<file path="src/rtl/alu_req_sched_pkg.sv">
// alu_req_sched_pkg: shared widths, ALU opcode range and scheduler state encoding.
package alu_req_sched_pkg;
  localparam int DATA_W = 32;
  localparam int OP_W = 4;
  localparam int ALU_DATA_W = DATA_W;
  localparam int ALU_OP_W = OP_W;
  localparam logic [OP_W-1:0] ALU_NUM_OPS = 4'd8;
  typedef enum logic [1:0] {S_IDLE = 2'd0, S_EXEC = 2'd1, S_RESP = 2'd2} state_e;
endpackage

</file>
<file path="src/rtl/alu_req_sched_if.sv">
// alu_req_sched_if: request channels, ALU drive and response channel of the scheduler.
interface alu_req_sched_if;
  import alu_req_sched_pkg::*;
  logic req0_valid, req0_ready, req1_valid, req1_ready;
  logic [OP_W-1:0] req0_op, req1_op, alu_ctrl;
  logic [DATA_W-1:0] req0_a, req0_b, req1_a, req1_b, alu_a, alu_b, alu_out, rsp_data;
  logic rsp_valid, rsp_ready, rsp_id, rsp_err;
  modport slave (
    input  req0_valid, req0_op, req0_a, req0_b, req1_valid, req1_op, req1_a, req1_b, alu_out, rsp_ready,
    output req0_ready, req1_ready, alu_ctrl, alu_a, alu_b, rsp_valid, rsp_id, rsp_data, rsp_err
  );
  modport master (
    output req0_valid, req0_op, req0_a, req0_b, req1_valid, req1_op, req1_a, req1_b, alu_out, rsp_ready,
    input  req0_ready, req1_ready, alu_ctrl, alu_a, alu_b, rsp_valid, rsp_id, rsp_data, rsp_err
  );
endinterface

</file>
<file path="src/rtl/rr_arb2.sv">
// rr_arb2: combinational 2-way round-robin arbiter; the last-grant state lives in the caller.
module rr_arb2 (
  input  logic       valid0,
  input  logic       valid1,
  input  logic       last_grant,
  input  logic       en,
  output logic [1:0] grant,
  output logic       grant_id
);
  assign grant_id = (valid0 & valid1) ? ~last_grant : valid1;
  assign grant = (en & (valid0 | valid1)) ? (grant_id ? 2'b10 : 2'b01) : 2'b00;
endmodule

</file>
<file path="src/rtl/alu_req_sched.sv">
// alu_req_sched: two-requester round-robin scheduler for one shared ALU; ALU_REQ_SCHED_OPCHK_EN rejects opcodes >= ALU_NUM_OPS.
module alu_req_sched
  import alu_req_sched_pkg::*;
(
  input  logic           clk,
  input  logic           rst_n,
  alu_req_sched_if.slave bus
);
  state_e state_q, state_d;
  logic [OP_W-1:0] alu_ctrl_q, alu_ctrl_d, op_sel;
  logic [DATA_W-1:0] alu_a_q, alu_a_d, alu_b_q, alu_b_d, rsp_data_q, rsp_data_d, a_sel, b_sel;
  logic rsp_valid_q, rsp_valid_d, rsp_id_q, rsp_id_d, rsp_err_q, rsp_err_d;
  logic last_grant_q, last_grant_d, id_q, id_d, bad_q, bad_d;
  logic [1:0] grant;
  logic grant_id, bad_op;

  rr_arb2 u_arb (
    .valid0     (bus.req0_valid),
    .valid1     (bus.req1_valid),
    .last_grant (last_grant_q),
    .en         (state_q == S_IDLE),
    .grant      (grant),
    .grant_id   (grant_id)
  );

  assign op_sel = grant_id ? bus.req1_op : bus.req0_op;
  assign a_sel  = grant_id ? bus.req1_a  : bus.req0_a;
  assign b_sel  = grant_id ? bus.req1_b  : bus.req0_b;
`ifdef ALU_REQ_SCHED_OPCHK_EN
  assign bad_op = op_sel >= ALU_NUM_OPS;
`else
  assign bad_op = 1'b0;
`endif

  always_comb begin
    state_d      = state_q;
    alu_ctrl_d   = alu_ctrl_q;
    alu_a_d      = alu_a_q;
    alu_b_d      = alu_b_q;
    rsp_valid_d  = rsp_valid_q;
    rsp_id_d     = rsp_id_q;
    rsp_data_d   = rsp_data_q;
    rsp_err_d    = rsp_err_q;
    last_grant_d = last_grant_q;
    id_d         = id_q;
    bad_d        = bad_q;
    case (state_q)
      S_IDLE: if (|grant) begin
        state_d      = S_EXEC;
        id_d         = grant_id;
        last_grant_d = grant_id;
        bad_d        = bad_op;
        // A rejected opcode leaves the ALU inputs untouched
        alu_ctrl_d   = bad_op ? alu_ctrl_q : op_sel;
        alu_a_d      = bad_op ? alu_a_q : a_sel;
        alu_b_d      = bad_op ? alu_b_q : b_sel;
      end
      S_EXEC: begin
        state_d     = S_RESP;
        rsp_valid_d = 1'b1;
        rsp_id_d    = id_q;
        rsp_err_d   = bad_q;
        rsp_data_d  = bad_q ? '0 : bus.alu_out;
      end
      S_RESP: if (bus.rsp_ready) begin
        state_d     = S_IDLE;
        rsp_valid_d = 1'b0;
      end
      default: state_d = S_IDLE;
    endcase
  end

  always_ff @(posedge clk or negedge rst_n) begin
    if (!rst_n) begin
      state_q      <= S_IDLE;
      alu_ctrl_q   <= '0;
      alu_a_q      <= '0;
      alu_b_q      <= '0;
      rsp_valid_q  <= 1'b0;
      rsp_id_q     <= 1'b0;
      rsp_data_q   <= '0;
      rsp_err_q    <= 1'b0;
      last_grant_q <= 1'b1;
      id_q         <= 1'b0;
      bad_q        <= 1'b0;
    end else begin
      state_q      <= state_d;
      alu_ctrl_q   <= alu_ctrl_d;
      alu_a_q      <= alu_a_d;
      alu_b_q      <= alu_b_d;
      rsp_valid_q  <= rsp_valid_d;
      rsp_id_q     <= rsp_id_d;
      rsp_data_q   <= rsp_data_d;
      rsp_err_q    <= rsp_err_d;
      last_grant_q <= last_grant_d;
      id_q         <= id_d;
      bad_q        <= bad_d;
    end
  end

  assign bus.req0_ready = grant[0];
  assign bus.req1_ready = grant[1];
  assign bus.alu_ctrl   = alu_ctrl_q;
  assign bus.alu_a      = alu_a_q;
  assign bus.alu_b      = alu_b_q;
  assign bus.rsp_valid  = rsp_valid_q;
  assign bus.rsp_id     = rsp_id_q;
  assign bus.rsp_data   = rsp_data_q;
  assign bus.rsp_err    = rsp_err_q;
endmodule

</file>
<file path="src/flat_wrapper.sv">
// flat-port wrapper written by rule: the top's interface ports become plain ports
module alu_req_sched_flat import alu_req_sched_pkg::*;
  (clk, rst_n, bus_req0_valid, bus_req0_op, bus_req0_a, bus_req0_b, bus_req1_valid, bus_req1_op, bus_req1_a, bus_req1_b, bus_alu_out, bus_rsp_ready, bus_req0_ready, bus_req1_ready, bus_alu_ctrl, bus_alu_a, bus_alu_b, bus_rsp_valid, bus_rsp_id, bus_rsp_data, bus_rsp_err);
  alu_req_sched_if bus_i ();
  input  logic clk;
  input  logic rst_n;
  input wire logic [$bits(bus_i.req0_valid)-1:0] bus_req0_valid;
  input wire logic [$bits(bus_i.req0_op)-1:0] bus_req0_op;
  input wire logic [$bits(bus_i.req0_a)-1:0] bus_req0_a;
  input wire logic [$bits(bus_i.req0_b)-1:0] bus_req0_b;
  input wire logic [$bits(bus_i.req1_valid)-1:0] bus_req1_valid;
  input wire logic [$bits(bus_i.req1_op)-1:0] bus_req1_op;
  input wire logic [$bits(bus_i.req1_a)-1:0] bus_req1_a;
  input wire logic [$bits(bus_i.req1_b)-1:0] bus_req1_b;
  input wire logic [$bits(bus_i.alu_out)-1:0] bus_alu_out;
  input wire logic [$bits(bus_i.rsp_ready)-1:0] bus_rsp_ready;
  output wire logic [$bits(bus_i.req0_ready)-1:0] bus_req0_ready;
  output wire logic [$bits(bus_i.req1_ready)-1:0] bus_req1_ready;
  output wire logic [$bits(bus_i.alu_ctrl)-1:0] bus_alu_ctrl;
  output wire logic [$bits(bus_i.alu_a)-1:0] bus_alu_a;
  output wire logic [$bits(bus_i.alu_b)-1:0] bus_alu_b;
  output wire logic [$bits(bus_i.rsp_valid)-1:0] bus_rsp_valid;
  output wire logic [$bits(bus_i.rsp_id)-1:0] bus_rsp_id;
  output wire logic [$bits(bus_i.rsp_data)-1:0] bus_rsp_data;
  output wire logic [$bits(bus_i.rsp_err)-1:0] bus_rsp_err;
  assign bus_i.req0_valid = bus_req0_valid;
  assign bus_i.req0_op = bus_req0_op;
  assign bus_i.req0_a = bus_req0_a;
  assign bus_i.req0_b = bus_req0_b;
  assign bus_i.req1_valid = bus_req1_valid;
  assign bus_i.req1_op = bus_req1_op;
  assign bus_i.req1_a = bus_req1_a;
  assign bus_i.req1_b = bus_req1_b;
  assign bus_i.alu_out = bus_alu_out;
  assign bus_i.rsp_ready = bus_rsp_ready;
  assign bus_req0_ready = bus_i.req0_ready;
  assign bus_req1_ready = bus_i.req1_ready;
  assign bus_alu_ctrl = bus_i.alu_ctrl;
  assign bus_alu_a = bus_i.alu_a;
  assign bus_alu_b = bus_i.alu_b;
  assign bus_rsp_valid = bus_i.rsp_valid;
  assign bus_rsp_id = bus_i.rsp_id;
  assign bus_rsp_data = bus_i.rsp_data;
  assign bus_rsp_err = bus_i.rsp_err;
  alu_req_sched u_core (.clk(clk), .rst_n(rst_n), .bus(bus_i));
endmodule
</file>
<file path="config.mk">
export PLATFORM = sky130hd
export DESIGN_NAME = alu_req_sched_flat
export DESIGN_NICKNAME = d
export VERILOG_FILES = /design/src/rtl/alu_req_sched_pkg.sv /design/src/rtl/alu_req_sched_if.sv /design/src/rtl/rr_arb2.sv /design/src/rtl/alu_req_sched.sv /design/src/flat_wrapper.sv
export SDC_FILE = /design/constraint.sdc
export NUM_CORES = 1
export LEC_CHECK = 0
export ABC_CLOCK_PERIOD_IN_PS = 3200
export CAP_MARGIN = 30
export CELL_PAD_IN_SITES_DETAIL_PLACEMENT = 1
export CELL_PAD_IN_SITES_GLOBAL_PLACEMENT = 1
export CORE_MARGIN = 4
export CORE_UTILIZATION = 29
export DETAILED_ROUTE_END_ITERATION = 8
export GPL_TIMING_DRIVEN = 0
export MAX_ROUTING_LAYER = met4
export PLACE_DENSITY = 0.91
export SLEW_MARGIN = 20
export SYNTH_ARGS = -nofsm -noshare
export SYNTH_HDL_FRONTEND = slang
export SYNTH_SLANG_ARGS = --single-unit
</file>
<file path="constraint.sdc">
create_clock -name clk -period 3.2 [get_ports clk]
set_input_delay 0.64 -clock clk [delete_from_list [all_inputs] [get_ports clk]]
set_output_delay 0.64 -clock clk [all_outputs]
set_load 0.03 [all_outputs]
</file>
=== After elaboration in Yosys (flattened, before gate mapping) ===
Cells that the tools add are included.
Widths: inputs -> output; s select.

* Multiplexer cells: 11
* Bitwise gates (word level): 4
* Eq/ne operators: 4
* Reduce and logical (&&, ||, !) cells: 6

{| class="wikitable"
|+ Operator list
! cell !! number
|-
| $mux 32 || 2
|-
| $mux 2 || 4
|-
| $pmux 2 s3 || 1
|-
| $reduce_and 2->1 || 3
|-
| $mux 4 || 1
|-
| $and 1x1->1 || 2
|-
| $eq 2x1->1 const B || 1
|-
| $eq 2x2->1 const B || 1
|-
| $logic_not 2->1 || 1
|-
| $mux 1 || 2
|-
| $ne 2x1->1 const B || 1
|-
| $ne 2x2->1 const B || 1
|-
| $pmux 1 s2 || 1
|-
| $reduce_bool 2->1 || 1
|-
| $reduce_or 2->1 || 1
|-
| $not 1->1 || 1
|-
| $or 1x1->1 || 1
|}

* Flip-flop bits (word level): 106
* Logic and storage cells: 34
* Output and inout bits: 105
* Input port bits: 173

=== Depth between registers and ports, before layout ===
* Word-level depth: 7
* Depth in mapped cells: 6
* Gate-level depth less buffers: 3

=== Hierarchy ===
Synthesis repeated with hierarchy kept, for this count alone.

* Cell total of the unflattened synthesis: 313
* Area, all modules: 5162.5 sq um

{| class="wikitable"
|+ By module, submodules not included
! module !! times used !! cells each !! sequential area each (sq um) !! area each (sq um)
|-
| alu_req_sched || 1 || 308 || 2653.8 || 5132.4
|-
| rr_arb2 || 1 || 5 || 0.0 || 30.0
|}

=== Worst setup path after synthesis ===
No wires, ideal clock.

* Kind: input-to-output
* From: in bus_req1_valid
* To: out bus_req1_ready
* Data required time: 2.560 ns
* Path buffers: 2
* Slack: 0.960 ns
* Data arrival time: 1.600 ns
* Stages on the path: 4
* Path through: a21boi_2 clkbuf_1 clkbuf_2 and2_1

* Longest elaborated chain between the ends: 4
* Elaborated cells on any way between the ends: 6
* Classes of those cells: mux (3); bitwise (3)

{| class="wikitable"
|+ RTL lines
! element !! line !! RTL
|-
| start: declaration || flat_wrapper.sv:11 || <nowiki>input wire logic [$bits(bus_i.req1_valid)-1:0] bus_req1_valid;</nowiki>
|-
| $and 1x1->1 || rr_arb2.sv:10 || <nowiki>assign grant_id = (valid0 & valid1) ? ~last_grant : valid1;</nowiki>
|-
| $mux 1 || rr_arb2.sv:10 ||
|-
| $mux 2 || rr_arb2.sv:11 || <nowiki>assign grant = (en & (valid0 | valid1)) ? (grant_id ? 2'b10 : 2'b01) : 2'b00;</nowiki>
|-
| $mux 2 * || rr_arb2.sv:11 ||
|-
| end: declaration || flat_wrapper.sv:18 || <nowiki>output wire logic [$bits(bus_i.req1_ready)-1:0] bus_req1_ready;</nowiki>
|}

Mark *: on every way between the ends. The rest lies on a longest branch, timed or not.

=== Final worst setup path ===
* From: in bus_req0_valid
* To: out bus_req0_ready

* Longest elaborated chain between the ends: 4
* Elaborated cells on any way between the ends: 6
* Classes of those cells: mux (3); bitwise (3)

{| class="wikitable"
|+ RTL lines
! element !! line !! RTL
|-
| start: declaration || flat_wrapper.sv:7 || <nowiki>input wire logic [$bits(bus_i.req0_valid)-1:0] bus_req0_valid;</nowiki>
|-
| $and 1x1->1 || rr_arb2.sv:10 ||
|-
| $mux 1 || rr_arb2.sv:10 ||
|-
| $mux 2 || rr_arb2.sv:11 ||
|-
| $mux 2 * || rr_arb2.sv:11 ||
|-
| end: declaration || flat_wrapper.sv:17 || <nowiki>output wire logic [$bits(bus_i.req0_ready)-1:0] bus_req0_ready;</nowiki>
|}

Marks and branches as above.

==> flow_summary.toml <==
[status]
status = "finished, final reports clean"

[yosys]
netlist_area_um2 = 4420
synth_area_leaders = "dfrtp_1, a221o_1, and3_1, mux2_2, buf_2"
yosysTopAreaCell = "dfrtp_1"
synth-main-ff-cell = "dfrtp_1"
synth_top_area_share_pct = 59.4
synth-compound-area-share_pct = 16.4
ys_types = 24
syn-num-nets = 499
synthArstFlopShare_pct = 100
synthMuxAreaShare_pct = 8.41
synth-simple-area-share_pct = 11.0
synth_top_family_by_area = "compound AO/OA/AOI/OAI gates"
ys_ff_latch = 106
syn_avg_cell_area_um2 = 13.6
synth_edf_count = 0
yosysWarnings = 0
yosysSeqAreaShare_pct = 60.0
synth_fa_ha_area_share_pct = 0
synth-xor-area-share_pct = 0
synthCells = 326

[global_route]
grt_pass1_wl_mm = 28.0
track_usage_pct = 21.2
use_met2_pct = 37.7
grt-busiest-layer = "met2"
antenna_found_initial = 0
overflow = 0
grt_use_met3_pct = 4.20
grt_max_degree = 56
grt_pass1_vias = 4683
met1_usage_pct = 23.4

[clock_tree]
hold_buffers = 0
cts_tree = "done"
clk_latency_ps = 350
numCtsBuffers = 9
cts_root_buf = "clkbuf_16"
cts.sinks = 106
htreeDepth = 3
clock_path_buffers = 2
clk_pin_slew_worst_paths_ps = 70

[power_and_ir_drop]
p_seq_share_pct = 29.3
combPwrFrac_pct = 56.3
p_leak_uw = 0.00346
power_density_nw_per_um2 = 1070
intPower_uw = 4860
p_sw_uw = 3470
pwr-share-clk_pct = 14.4
p_sw_share_pct = 41.7
peakVddDrop_uv = 401

[floorplanning]
die_x_um = 131
initial_core_util_pct = 30.0
die_h_um = 131
rows = 44
io_pins = 278
placeableCoreArea_um2 = 14800
dieArea_um2 = 17300

[final_layout]
area_delta_synth_final_pct = 75.9
drive_gt1_share_pct = 12.1
nets = 787
final_area_um2 = 7770
diodes = 0

[drt]
wl_mm = 18.0
drtIter0Drc = 181
routedWlPerCell_um = 22.4
route.detailed.drc = 0
firstDrtPassIters = 4
vias_per_cell = 5.13
ant_nets = 0
vias = 4113

[worst_setup_path]
cp-start-kind = "primary input"
cp_data_required_time_ps = 2560
arrival_ps = 2400
r2r_slack_ps = 1210
r2r-start = "u_core.state_q[0]"
reg2reg_depth = 5
crit_type = "primary input to output port"
path_max_fanout = 10
r2r_end = "u_core.bus.alu_b[21]"
cp-end-kind = "output port"

[sta]
fin_ws_ps = 161
fin_crit_sh_pct = 95.0
worst_pin_slew_ps = 538
finClkSkew_ps = 10.6
rsz0062_at_grt = "false"
fmax_mhz = 329
min_period_ps = 3040
relSlewSlack_pct = 64.1
slew_violations = 0
final-hold-violation-count = 0
setup-violations-final = 0

[place]
portBuffers = 276
placedInstanceArea_um2 = 7440
hpwl_mm = 14.0
place_congestion = 0.762
pre_cts_ws_ps = -668

[worst_hold_path]
hold_class = "primary input to async pin"

[run]
drv_cap = 0
## synth_stat cells (all sizes together) (2+ instances only)
library cell	n
dfrtp	105
inv	2
a21o	2
and3	69
mux2	33
clkbuf	17
buf	17
a221o	68
a21oi	2
## cell type report
cell class                      count  area [um2]
Fill cell                        1553        6980
Multi-Input combinational cell    184        1590
Clock buffer                       11         243
Buffer                             33         169
Sequential cell                   106        2650
Timing Repair Buffer              278        2800
Tap cell                          184         230
Clock inverter                      4        76.3
Inverter                            2        7.51
## metrics by stage
step / power, uW / TNS (ps) / hold slack (ps) / utilization, % / cells
finish: 8330 / 0 / 231 / 52.7 / 802
global route: 8740 / 0 / 266 / 52.7 / 802
CTS: 8420 / 0 / 247 / 52.7 / 802
detailed placement: 7180 / -734 / 494 / 50.4 / 787
global placement: 6990 / -262540 / 489 / 50.2 / 786
floorplan: 5030 / 0 / 344 / - / 326
## how the worst max path moves through the flow
| stage | from | endpoint | slack [ps] | cells after the start |
|---|---|---|---|---|
| after floorplan | bus_req1_valid | bus_req1_ready | 960 | 4 |
| after global placement | rst_n | u_core.bus.rsp_data[13] | -2500 | 1 |
| after detailed placement | bus_req1_valid | bus_req1_ready | -670 | 6 |
| after CTS | bus_req1_valid | bus_req1_ready | 8 | 5 |
| after global routing | bus_req0_valid | bus_req0_ready | 80 | 5 |
| final | bus_req0_valid | bus_req0_ready | 160 | 5 |
## logic make-up after synthesis
family | count (synthesis)
AOI/OAI and AO/OA | 74
buffers and inverters | 36
and+or+nand+nor | 76
DFF | 106
muxes | 33
other | 1
## critical path, stage by stage
cell and delay [ps]:
clkdlybuf4s50_1 600, and3_4 230, buf_6 120, clkbuf_1 360, dlygate4sd2_1 460
## power groups by stage
| stage | registers, uW | clock network, uW | logic [uW] |
|---|---|---|---|
| floorplan | 3650 | 0 | 1380 |
| global placement | 2400 | 0 | 4580 |
| detailed placement | 2440 | 0 | 4740 |
| CTS | 2440 | 1230 | 4750 |
| global route | 2520 | 1280 | 4940 |
| finish | 2440 | 1200 | 4690 |
## repair_timing
| action | CTS | global route |
|---|---|---|
| setup buffers | 1 | 0 |
| hold endpoints to repair | 0 | 0 |
| endpoints found under the setup margin | 2 | 1 |
| resized for setup | 2 | 1 |
## cell usage in the layout, fill, tap and decap left out, types with 2 or more instances in the layout
cell and count:
buf_4 2, clkbuf_16 9, buf_6 4, inv_1 2
and3_1 68, a221o_1 68, a21o_1 2, bufinv_16 2
clkdlybuf4s50_1 273, buf_2 13, clkbuf_2 2, dfrtp_1 105
a21oi_1 2, mux2_2 33, clkbuf_1 15
## state kept, by name, indices dropped and copies added (netlist names)
name                  cells
u_core.bus.alu_ctrl       4
u_core.id_q               1
u_core.bus.alu_b         32
u_core.last_grant_q       1
u_core.bus.rsp_data      32
u_core.state_q            2
u_core.bus.rsp_valid      1
u_core.bus.alu_a         32
u_core.bus.rsp_id         1
## per-layer routing
layer / part of all wire, % / vias to the layer above / wire length [um]
li1: - / 1849 / -
met1: 38 / 2059 / 6890
met2: 53 / 171 / 9610
met3: 5.1 / 34 / 909
met4: 3.1 / 0 / 556
met5: 0 / - / 0
Note: power is estimated with default switching activity, not from simulation.
